## src/rtl/muldiv_pkg.sv

```systemverilog
// rtl/muldiv_pkg.sv - shared op/state encodings for the HI/LO multiply-divide sequencer
package muldiv_pkg;

  localparam int WIDTH_DEF = 32;

  typedef enum logic [2:0] {
    OP_NONE  = 3'd0,
    OP_MULT  = 3'd1,
    OP_MULTU = 3'd2,
    OP_DIV   = 3'd3,
    OP_DIVU  = 3'd4,
    OP_MTHI  = 3'd5,
    OP_MTLO  = 3'd6,
    OP_RSVD  = 3'd7
  } op_e;

  typedef enum logic [1:0] {
    ST_IDLE     = 2'd0,
    ST_MUL_BUSY = 2'd1,
    ST_DIV_BUSY = 2'd2,
    ST_DONE     = 2'd3
  } state_e;

  function automatic logic is_mul(input op_e o);
    return (o == OP_MULT) || (o == OP_MULTU);
  endfunction

  function automatic logic is_div(input op_e o);
    return (o == OP_DIV) || (o == OP_DIVU);
  endfunction

endpackage

```

## src/rtl/muldiv_ctrl_hilo_regs.sv

```systemverilog
// rtl/muldiv_ctrl_hilo_regs.sv - architectural HI/LO pair with single-word and joint write ports
module hilo_regs #(
  parameter int WIDTH = 32
) (
  input  logic               clk,
  input  logic               rst,
  input  logic               hi_we,
  input  logic               lo_we,
  input  logic [WIDTH-1:0]   wdata,
  input  logic               joint_we,
  input  logic [2*WIDTH-1:0] joint_data,
  output logic [WIDTH-1:0]   hi,
  output logic [WIDTH-1:0]   lo
);

  // Joint result writes and MTHI/MTLO are mutually exclusive by construction.
  always_ff @(posedge clk or posedge rst) begin
    if (rst) begin
      hi <= '0;
      lo <= '0;
    end else if (joint_we) begin
      hi <= joint_data[2*WIDTH-1:WIDTH];
      lo <= joint_data[WIDTH-1:0];
    end else begin
      if (hi_we) hi <= wdata;
      if (lo_we) lo <= wdata;
    end
  end

endmodule

```

## src/rtl/muldiv_ctrl.sv

```systemverilog
// rtl/muldiv_ctrl.sv - EX-stage sequencer for iterative multiply/divide units and HI/LO
module muldiv_ctrl
  import muldiv_pkg::*;
#(
  parameter int WIDTH = WIDTH_DEF
) (
  input  logic               clk,
  input  logic               rst,
  input  logic               op_valid,
  input  logic [2:0]         op,
  input  logic [WIDTH-1:0]   src_a,
  input  logic [WIDTH-1:0]   src_b,
  input  logic               flush,
  input  logic               pipe_stall,
  output logic               stall_req,
  output logic               mul_start,
  output logic               mul_signed,
  output logic [WIDTH-1:0]   mul_a,
  output logic [WIDTH-1:0]   mul_b,
  output logic               mul_annul,
  input  logic               mul_ready,
  input  logic [2*WIDTH-1:0] mul_result,
  output logic               div_start,
  output logic               div_signed,
  output logic [WIDTH-1:0]   div_a,
  output logic [WIDTH-1:0]   div_b,
  output logic               div_annul,
  input  logic               div_ready,
  input  logic [2*WIDTH-1:0] div_result,
  output logic [WIDTH-1:0]   hi,
  output logic [WIDTH-1:0]   lo,
  output logic               busy
);

  state_e state;
  op_e    opc;
  logic   accept;
  logic   b_zero;
  logic   mul_commit;
  logic   div_commit;
  logic   hi_we;
  logic   lo_we;

  assign opc        = op_e'(op);
  assign accept     = (state == ST_IDLE) && op_valid && !flush;
  assign b_zero     = (src_b == '0);
  assign busy       = (state == ST_MUL_BUSY) || (state == ST_DIV_BUSY);
  assign stall_req  = (accept && (is_mul(opc) || (is_div(opc) && !b_zero))) || busy;
  assign hi_we      = accept && (opc == OP_MTHI);
  assign lo_we      = accept && (opc == OP_MTLO);
  // A flush in the same cycle as ready wins: the result is discarded.
  assign mul_commit = (state == ST_MUL_BUSY) && !flush && mul_ready;
  assign div_commit = (state == ST_DIV_BUSY) && !flush && div_ready;

  hilo_regs #(.WIDTH(WIDTH)) u_hilo (
    .clk        (clk),
    .rst        (rst),
    .hi_we      (hi_we),
    .lo_we      (lo_we),
    .wdata      (src_a),
    .joint_we   (mul_commit || div_commit),
    .joint_data (mul_commit ? mul_result : div_result),
    .hi         (hi),
    .lo         (lo)
  );

  always_ff @(posedge clk or posedge rst) begin
    if (rst) begin
      state      <= ST_IDLE;
      mul_start  <= 1'b0;
      mul_signed <= 1'b0;
      mul_a      <= '0;
      mul_b      <= '0;
      mul_annul  <= 1'b0;
      div_start  <= 1'b0;
      div_signed <= 1'b0;
      div_a      <= '0;
      div_b      <= '0;
      div_annul  <= 1'b0;
    end else begin
      mul_annul <= 1'b0;
      div_annul <= 1'b0;
      case (state)
        ST_IDLE: begin
          if (accept) begin
            if (is_mul(opc)) begin
              mul_a      <= src_a;
              mul_b      <= src_b;
              mul_signed <= (opc == OP_MULT);
              mul_start  <= 1'b1;
              state      <= ST_MUL_BUSY;
            end else if (is_div(opc)) begin
              // Divide by zero retires without launching; HI/LO stay as they are.
              if (b_zero) begin
                state <= ST_DONE;
              end else begin
                div_a      <= src_a;
                div_b      <= src_b;
                div_signed <= (opc == OP_DIV);
                div_start  <= 1'b1;
                state      <= ST_DIV_BUSY;
              end
            end
          end
        end
        ST_MUL_BUSY: begin
          if (flush) begin
            mul_annul <= 1'b1;
            mul_start <= 1'b0;
            state     <= ST_IDLE;
          end else if (mul_ready) begin
            mul_start <= 1'b0;
            state     <= ST_DONE;
          end
        end
        ST_DIV_BUSY: begin
          if (flush) begin
            div_annul <= 1'b1;
            div_start <= 1'b0;
            state     <= ST_IDLE;
          end else if (div_ready) begin
            div_start <= 1'b0;
            state     <= ST_DONE;
          end
        end
        ST_DONE: begin
          if (flush || !pipe_stall) state <= ST_IDLE;
        end
        default: state <= ST_IDLE;
      endcase
    end
  end

endmodule

```

## config.mk

```make
export PLATFORM = sky130hd
export DESIGN_NAME = muldiv_ctrl
export DESIGN_NICKNAME = d
export VERILOG_FILES = /design/src/rtl/muldiv_pkg.sv /design/src/rtl/muldiv_ctrl_hilo_regs.sv /design/src/rtl/muldiv_ctrl.sv
export SDC_FILE = /design/constraint.sdc
export NUM_CORES = 1
export LEC_CHECK = 0
export ABC_AREA = 1
export ABC_CLOCK_PERIOD_IN_PS = 6950
export CAP_MARGIN = 30
export CELL_PAD_IN_SITES_DETAIL_PLACEMENT = 1
export CELL_PAD_IN_SITES_GLOBAL_PLACEMENT = 2
export CORE_ASPECT_RATIO = 1.5
export CORE_UTILIZATION = 21
export CTS_CLUSTER_DIAMETER = 150
export DETAILED_ROUTE_END_ITERATION = 10
export GPL_TIMING_DRIVEN = 0
export PLACE_DENSITY_LB_ADDON = 0.1
export SYNTH_ARGS = -nofsm -noshare
export SYNTH_HDL_FRONTEND = slang
export SYNTH_SLANG_ARGS = --single-unit
```

## constraint.sdc

```tcl
create_clock -name clk -period 6.95 [get_ports clk]
set_clock_uncertainty 0.05 [all_clocks]
set_input_delay 1.39 -clock clk [delete_from_list [all_inputs] [get_ports clk]]
set_output_delay 1.39 -clock clk [all_outputs]
set_load 0.01 [all_outputs]
```

==> impl_metrics.env, run 1 <==
export IMPL_synth_distinct_cells=23
export IMPL_fin_nets=1605
export IMPL_final_cells=1971
export IMPL_regToRegEndpoint="u_hilo.lo[22]"
export IMPL_netlist_area_leader_share_pct=57.3
export IMPL_placed_area_sq_um=13500
export IMPL_synthFlopType="dfrtp_1"
export IMPL_synth_seq_area_share_pct=57.3
export IMPL_muxShareOfSynthArea_pct=0
export IMPL_post_cts_buffers=0
export IMPL_cts_buffers=17
export IMPL_cpMaxStageDelayCell="clkdlybuf4s50_1"
export IMPL_ir_worst_vdd_uv=126
export IMPL_firstDrtPassIters=4
export IMPL_routedWlPerCell_um=20.7
export IMPL_ios=402
export IMPL_via_per_inst=4.32
export IMPL_synthArstFlopShare_pct=100
export IMPL_routabilityCongestion=0.767
export IMPL_avgSynthCellArea_sq_um=8.95
export IMPL_die_area_sq_um=42500
export IMPL_start_util_pct=21.3
export IMPL_crit_chain="clkdlybuf4s50_1, nor2_1, nand2_1, nor2_1, nand2_1, nor2_1, nor2_1, nand2_1, clkbuf_1, nand3_1, clkdlybuf4s50_1"
export IMPL_power_density_nw_per_um2=405
export IMPL_clock_latency_ps=460
export IMPL_grt_pass1_wl_mm=60.4
export IMPL_cts_root_buf="clkbuf_16"
export IMPL_hold_depth=2
export IMPL_drive_above_1_share_pct=5.60
export IMPL_hold_viol=0
export IMPL_nFillCells=4750
export IMPL_rsz0062_at_grt="no"
export IMPL_synth_commonest_cells="201 x o21ai_0, 200 x dfrtp_1, 192 x nand2_1"
export IMPL_status="completed"
export IMPL_path_class="primary input to output port"
export IMPL_hp_start="div_a[20]"
export IMPL_htree_num_levels=4
export IMPL_setup_viol=0
export IMPL_io_buffers=401
export IMPL_area_growth_pct=61.7
export IMPL_fin_crit_sh_pct=78.4
export IMPL_stdcell_area_sq_um=14100
export IMPL_clk_pin_slew_ps=70
export IMPL_cts_tree="built"
export IMPL_dpl_hpwl_mm=32.5
export IMPL_max_freq_mhz=183
export IMPL_drt_initial_drc_count=306
export IMPL_leakagePower_nw=6.08
export IMPL_synthCells=976
export IMPL_slowest_delay_ps=520
export IMPL_crit_top_cell="nor2_1"
export IMPL_drcViolationCount=0
export IMPL_synthAdderAreaFrac_pct=0.716
export IMPL_synth_compound_area_share_pct=22.2
export IMPL_setup_ws_ps=1500
export IMPL_r2r_setup_slack_ps=4300
export IMPL_grt_pass1_vias=9145
export IMPL_critical_path_max_fanout=10
export IMPL_via_count=8518
export IMPL_grt_use_total_pct=19.5
export IMPL_worst_pin_slew_ps=860
export IMPL_worstHoldPathType="register to register"
export IMPL_cts_hold_fix_buffers=0
export IMPL_antenna_found_initial=3
export IMPL_slew_limit_headroom_pct=42.7
export IMPL_synth_top_family_by_area="compound AO/OA/AOI/OAI gates"
export IMPL_clock_sinks=200
export IMPL_overflow=0
export IMPL_required_ps=5510
export IMPL_cp_data_arrival_time_ps=4010
export IMPL_dp_slack_ps=1350
export IMPL_yosys_top_cells_area="dfrtp_1 57%, o21ai_0 12%, nand2_1 8.2%, o21a_1 5.5%, a31oi_1 4.6%"
export IMPL_r2r_cells=8
export IMPL_core_region_area_sq_um=41100
export IMPL_synth_nets=1183
export IMPL_place_inst=1937
export IMPL_cp_num_buf_inv=3
export IMPL_cp_start_kind="primary input"
export IMPL_ys_warn_count=0
export IMPL_worstSetupEndpointType="output port"
export IMPL_die_w_um=169
export IMPL_post_route_min_period_ps=5450
export IMPL_drt_total_wl_mm=40.8
export IMPL_synth_area_sq_um=8740
export IMPL_synth_xor_area_share_pct=0
export IMPL_rows=91
export IMPL_critPathTopFamily="buffers and inverters"
export IMPL_synth_edf_count=0
export IMPL_holdPathEnd="div_a[20]"
export IMPL_cts_resized=0
export IMPL_worstReg2RegStart="state[0]"
export IMPL_maxCapViolations=0
export IMPL_slew_viol_final=0
export IMPL_clk_path_buf_depth=2
export IMPL_synth_most_common_cell="o21ai_0"
export IMPL_synth_top_area_cell="dfrtp_1"
export IMPL_post_route_util_pct=34.4
export IMPL_grt_max_degree=74
export IMPL_ys_ff_latch=200
export IMPL_ant_nets=0
export IMPL_synth_simple_area_share_pct=12.8
export IMPL_fp_dieH_um=252
## power by group
group | total [W] | switching, W | leakage [nW] | internal (W)
Clock | 0.00109 | 0.000527 | 0.301 | 0.000559
Combinational | 0.00265 | 0.00127 | 3.35 | 0.00137
Sequential | 0.00200 | 0.000292 | 2.44 | 0.00170
## state kept, by name, summed over array words and instances, names as in the netlist, 2 cells and up
signal and cells:
u_hilo.hi 32, u_hilo.lo 32, state 2, div_a 32, mul_b 32, div_b 32
mul_a 32
## logic make-up (layout without fill, tap and decap cells)
family,Yosys count,after routing
AO/OA/AOI/OAI,335,335
AND/OR/NAND/NOR,293,293
flip-flops,200,200
buffers and inverters,143,578
adder cells (fa/ha/maj),5,5
other,0,2
## how the worst max path moves through the flow
stage / slack (ps) / cells past startpoint / startpoint / end
after floorplan: 60 / 1 / rst / div_a[0]
after global placement: -3620 / 2 / rst / u_hilo.lo[22]
after detailed placement: 1350 / 11 / src_b[22] / stall_req
after CTS: 1350 / 11 / src_b[22] / stall_req
after global routing: 1230 / 11 / src_b[26] / stall_req
final: 1500 / 11 / src_b[22] / stall_req
## cell type report
class | count | area [sq um] | area share (%)
Antenna cell | 2 | 5.00 | 0.0354
Buffer | 63 | 308 | 2.18
Clock buffer | 18 | 439 | 3.11
Clock inverter | 14 | 176 | 1.25
Inverter | 80 | 308 | 2.18
Multi-Input combinational cell | 633 | 3130 | 22.1
Sequential cell | 200 | 5000 | 35.4
Tap cell | 558 | 698 | 4.94
Timing Repair Buffer | 403 | 4070 | 28.8
## worst min-delay path, delay by kind of cell (launching register included)
| kind | cells | cell delay, ps |
|---|---|---|
| DFF | 1 | 340 |
| AOI/OAI and AO/OA | 1 | 60 |
| and+or+nand+nor | 1 | 50 |
## placed cells by master, fill, tap and decap left out
cell type	synthesis	final
o21ai_2	1	1
clkbuf_8	0	1
a31oi_1	64	64
clkdlybuf4s50_1	0	401
clkinv_4	0	3
inv_6	0	3
o21a_1	64	64
o21ai_0	201	201
buf_1	3	3
clkbuf_16	0	17
o2111ai_1	1	1
ha_1	5	5
nand4_1	1	1
a21oi_1	2	2
nand3_1	8	8
dfrtp_1	200	200
buf_6	3	3
nor2_1	90	90
inv_8	0	6
bufinv_16	0	2
clkbuf_1	24	24
buf_16	0	2
nor2_2	1	1
clkinvlp_4	0	1
nand3_2	1	1
o31ai_1	1	1
o31ai_4	1	1
buf_4	3	3
diode_2	0	2
nand2_1	192	192
inv_2	4	4
inv_1	76	75
buf_2	30	30
## stage by stage
stage / hold WS, ps / setup TNS [ps] / power [W]
6_report: 436 / 0 / 0.00573
5_1_grt: 464 / 0 / 0.00613
4_1_cts: 443 / 0 / 0.00585
3_5_place_dp: 423 / 0 / 0.00473
3_3_place_gp: 414 / -717460 / 0.00469
2_1_floorplan: 454 / 0 / 0.00301
## per-layer routing
metal | wire [um] | track usage [%] | part of all wire [%]
met2 | 21800 | 36.2 | 53
met5 | 13 | 0 | 0.032
met3 | 2860 | 5.99 | 7.0
met4 | 599 | 5.32 | 1.5
met1 | 15500 | 21.1 | 38
Power figures use the tool's default switching activity.
==> run 2, diff against run 1 <==
--- a/config.mk
+++ b/config.mk
@@ -6,12 +6,12 @@
 export NUM_CORES = 1
 export LEC_CHECK = 0
 export ABC_AREA = 1
-export ABC_CLOCK_PERIOD_IN_PS = 6950
+export ABC_CLOCK_PERIOD_IN_PS = 5100
 export CAP_MARGIN = 30
 export CELL_PAD_IN_SITES_DETAIL_PLACEMENT = 1
 export CELL_PAD_IN_SITES_GLOBAL_PLACEMENT = 2
 export CORE_ASPECT_RATIO = 1.5
-export CORE_UTILIZATION = 21
+export CORE_UTILIZATION = 23
 export CTS_CLUSTER_DIAMETER = 150
 export DETAILED_ROUTE_END_ITERATION = 10
 export GPL_TIMING_DRIVEN = 0
==> constraint.sdc (replaced) <==
create_clock -name clk -period 5.1 [get_ports clk]
set_clock_uncertainty 0.05 [all_clocks]
set_input_delay 1.02 -clock clk [delete_from_list [all_inputs] [get_ports clk]]
set_output_delay 1.02 -clock clk [all_outputs]
set_load 0.01 [all_outputs]
==> run 2 against run 1 <==
Net effect: sequential cell count stayed put; design area down 0.23%; hold slack got worse by 2.2 ps; worst setup slack got worse by 1100 ps; combinational power grew 35%; routed wire length down 3.9%; sequential share of layout area increased by 0.082 points; sequential power up 36%; critical endpoint unchanged; largest cell class unchanged.
==> impl_metrics.env, run 2 (synthesis results as in run 1) <==
export IMPL_grt_pass1_wl_mm=58.7
export IMPL_worst_pin_slew_ps=868
export IMPL_hold_depth=2
export IMPL_start_util_pct=23.3
export IMPL_clock_latency_ps=450
export IMPL_drt_initial_drc_count=228
export IMPL_antenna_found_initial=2
export IMPL_area_growth_pct=61.4
export IMPL_finalPower_w=0.00781
export IMPL_clock_sinks=200
export IMPL_io_buffers=401
export IMPL_r2r_setup_slack_ps=2470
export IMPL_nFillCells=4354
export IMPL_cts_tree="built"
export IMPL_firstDrtPassIters=6
export IMPL_maxCapViolations=0
export IMPL_slew_viol_final=0
export IMPL_critical_path_max_fanout=10
export IMPL_ir_worst_vdd_uv=208
export IMPL_via_per_inst=4.43
export IMPL_htree_num_levels=4
export IMPL_status="completed"
export IMPL_hold_ws_ps=434
export IMPL_overflow=0
export IMPL_clk_path_buf_depth=2
export IMPL_place_inst=1871
export IMPL_stdcell_area_sq_um=14100
export IMPL_core_region_area_sq_um=37600
export IMPL_multi_input_area_sq_um=3130
export IMPL_via_count=8440
export IMPL_cts_root_buf="clkbuf_16"
export IMPL_r2r_cells=8
export IMPL_fin_nets=1608
export IMPL_drt_total_wl_mm=39.2
export IMPL_post_cts_buffers=0
export IMPL_fp_dieH_um=241
export IMPL_cts_buffers=17
export IMPL_placed_area_sq_um=13500
export IMPL_drive_above_1_share_pct=5.80
export IMPL_post_route_min_period_ps=4680
export IMPL_rsz0062_at_grt="no"
export IMPL_power_density_nw_per_um2=554
export IMPL_slew_limit_headroom_pct=42.0
export IMPL_grt_max_degree=38
export IMPL_hold_viol=0
export IMPL_ant_nets=0
export IMPL_path_class="primary input to output port"
export IMPL_cp_data_arrival_time_ps=3610
export IMPL_fin_crit_sh_pct=91.8
export IMPL_required_ps=4030
export IMPL_seqCellArea_sq_um=5000
export IMPL_grt_pass1_vias=9178
export IMPL_die_area_sq_um=38800
export IMPL_die_w_um=161
export IMPL_max_freq_mhz=214
export IMPL_rows=87
export IMPL_clk_pin_slew_ps=80
export IMPL_worstSetupEndpointType="output port"
export IMPL_mostFrequentLayoutCells="401 x clkdlybuf4s50_1, 201 x o21ai_0, 200 x dfrtp_1"
export IMPL_cts_resized=0
export IMPL_ios=402
export IMPL_routabilityCongestion=0.831
export IMPL_drcViolationCount=0
export IMPL_cts_hold_fix_buffers=0
export IMPL_routedWlPerCell_um=20.6
export IMPL_final_cells=1905
export IMPL_cp_start_kind="primary input"
export IMPL_setup_viol=0
export IMPL_grt_use_total_pct=20.5
export IMPL_mostFrequentLayoutCell="clkdlybuf4s50_1"
export IMPL_worstHoldPathType="register to register"
export IMPL_leakagePower_nw=6.10
export IMPL_dpl_hpwl_mm=31.4
## run 2: worst max-delay path, stage by stage
cell and delay, ps:
clkdlybuf4s50_1 430, nor2_1 150, nand2_1 90, nor2_1 280, nand2_1 130, nor2_1 160
nor2_1 60, nand2_1 180, clkbuf_1 420, nand3_1 170, clkdlybuf4s50_1 530
## run 2: metrics by stage
| step | utilization, % | TNS, ps | setup WS (ps) |
|---|---|---|---|
| after global placement | 35.6 | -120800 | -630 |
| after detailed placement | 35.9 | 0 | 302 |
| final | 37.6 | 0 | 417 |
| after floorplan | - | 0 | 1440 |
| after global routing | 37.6 | 0 | 147 |
| after CTS | 37.5 | 0 | 273 |
## run 2: report_power, final
group | switching [W] | total, W | internal [W]
sequential | 0.000409 | 0.00273 | 0.00232
clock | 0.000705 | 0.00150 | 0.000797
combinational | 0.00170 | 0.00358 | 0.00188
total | 0.00281 | 0.00781 | 0.00500
## run 2: layout make-up
type                            count  area share, %
Antenna cell                        2         0.0355
Tap cell                          489           4.34
Sequential cell                   200           35.5
Buffer                             63           2.18
Clock inverter                     15           1.44
Inverter                           80           2.16
Clock buffer                       17           3.02
Timing Repair Buffer              406           29.2
Multi-Input combinational cell    633           22.2
## run 2: final timing paths
check,from,endpoint
max in group asynchronous,rst,div_b[10]
setup reg to reg,state[1],u_hilo.lo[28]
setup / recovery,src_b[22],stall_req
hold reg to reg,mul_b[25],mul_b[25]
hold / removal,mul_b[25],mul_b[25]
min in group asynchronous,rst,u_hilo.hi[3]
## run 2: routing by layer
layer	global-route usage (%)	vias up	wire length (um)
met5	0	-	0
met4	4.69	0	363
met3	6.24	18	2660
met2	38.2	239	20800
met1	22.5	4086	15300
li1	-	4097	-
==> patch: new RTL, settings of run 1 <==
The package constant `WIDTH_DEF` goes from 32 to 16.
--- a/src/rtl/muldiv_pkg.sv
+++ b/src/rtl/muldiv_pkg.sv
@@ -2,5 +2,5 @@
 package muldiv_pkg;
 
-  localparam int WIDTH_DEF = 32;
+  localparam int WIDTH_DEF = 16;
 
   typedef enum logic [2:0] {
Interface: changed (10 resized); port bits go from 402 to 210. No check against the original RTL was run, so the function may have changed too.
==> patch against run 1 <==
  * Sequential cell count is 96 lower
  * Via count is 43% lower
  * Wire length is 50% lower
  * Power is 48% lower
  * Setup slack better by 0.49 ns
  * Sequential share of layout area is 2.1 points lower
  * Critical path depth stayed put
  * Largest power group unchanged
  * Area after synthesis is 43% lower
  * Final area is 45% lower
  * Largest cell class unchanged
==> patch: results (changes against run 1) <==
list of most frequent post-synthesis cells nand2_1 (206), o21ai_0 (128), dfrtp_1 (104), inv_1 (98), o21ai_1 (19); placed cells 1155 (-40%); status completed; sequential portion of the cell area 0.333 (-0.0209); synth top area cells dfrtp_1 (52%), nand2_1 (15%), o21ai_0 (13%); Non-Clock Buffer Count 239 (-49%); drt initial violations 143 (-53%); #MultiIn Comb 394 (-38%); vias in the first global route 5550 (-39%); Area growth syn-to-layout 56.0%; nets 962 (-40%); multi-input combinational area share 0.235 (+0.0139); Clock Latency Late Sink 0.35 ns (-0.11 ns); GPL Wtd Cong 0.766 (about the same); port bufs 209 (-48%); GRT Resource Usage Total 0.174 (-0.0211); DP Worst Slack 1.94 ns (+0.587 ns); dpl cell area 7530 um^2 (-44%); Fill cells 2768 (-42%); post-synthesis sequential area ratio 0.520 (-0.0530); Vias 4860 (-43%); vias per inst 4.15 (-4.0%); maximum vdd drop 0.000135 V (+6.9%); std cell rows 68 (-25%); Num CTS Buffers 9 (-8); Logic inverters 103 (+29%); Top class by area flip-flops and latches; share of cells above drive strength 1 0.0619 (+0.00593); Netlist cell types 27 (+17%); H-Tree Depth 3 (-1); pin count of the biggest net entering global routing 86 (+16%); antenna violations before repair 0 (-3); Max Fanout on Critical Path 10 (unchanged); dpl hpwl 16100 um (-50%); n_diodes 0 (-2); clock sinks 104 (-48%); leakage 3.72 nW (-39%); Syn Nets 741 (-37%); CP arrival 3.52 ns (-0.49 ns); post-synthesis cell count 630 (-35%); Clock Network Area Fraction 0.0364 (-0.00719); NonClk Buf Share 0.294 (-0.0154); per-cell routed wire length 17.4 um (-16%); Max clock buf depth 2 (unchanged); Slew headroom 0.643 (+0.216); clock buffers 11 (-7)
patch: final timing paths:
path / cells past startpoint / to / slack (ns) / from
max reg2reg: 8 / u_hilo.lo[10]$_DFFE_PP0P_ / 4.66 / state[0]$_DFFE_PP0P_
min in group asynchronous: 2 / div_a[1]$_DFFE_PP0P_ / 1.29 / rst
max: 11 / stall_req / 1.99 / op[1]
min: 2 / mul_a[7]$_DFFE_PP0P_ / 0.43 / mul_a[7]$_DFFE_PP0P_
min reg2reg: 2 / mul_a[7]$_DFFE_PP0P_ / 0.43 / mul_a[7]$_DFFE_PP0P_
max in group asynchronous: 3 / u_hilo.lo[8]$_DFFE_PP0P_ / 4.82 / rst
patch: power by group:
group	switching, W	leakage, nW	internal [W]	total [W]
logic	0.000685	2.28	0.000751	0.00144
registers	0.000171	1.31	0.000894	0.00106
clock network	0.000251	0.132	0.000256	0.000507
patch: logic make-up after synthesis:
logic type      count (synthesis)  share of synthesized area
simple gates                  234                      0.189
flops                         104                      0.520
buf+inv                       132                      0.114
fa+ha+maj                       5                     0.0125
compound gates                155                      0.165
patch: worst max-delay path: stages:
cell	delay (ns)
clkdlybuf4s50_1	0.44
inv_1	0.09
nand2_1	0.12
nand2_1	0.14
nand2_2	0.13
nor2_8	0.20
inv_2	0.09
buf_6	0.15
buf_6	0.15
nand3_1	0.09
clkdlybuf4s50_1	0.53
patch: routing by layer:
| layer | global-route usage | vias to the layer above | part of all wire |
|---|---|---|---|
| li1 | - | 2387 | - |
| met1 | 0.190 | 2334 | 0.40 |
| met2 | 0.325 | 124 | 0.53 |
| met3 | 0.0451 | 15 | 0.055 |
| met4 | 0.0511 | 0 | 0.013 |
| met5 | 0 | - | 0 |
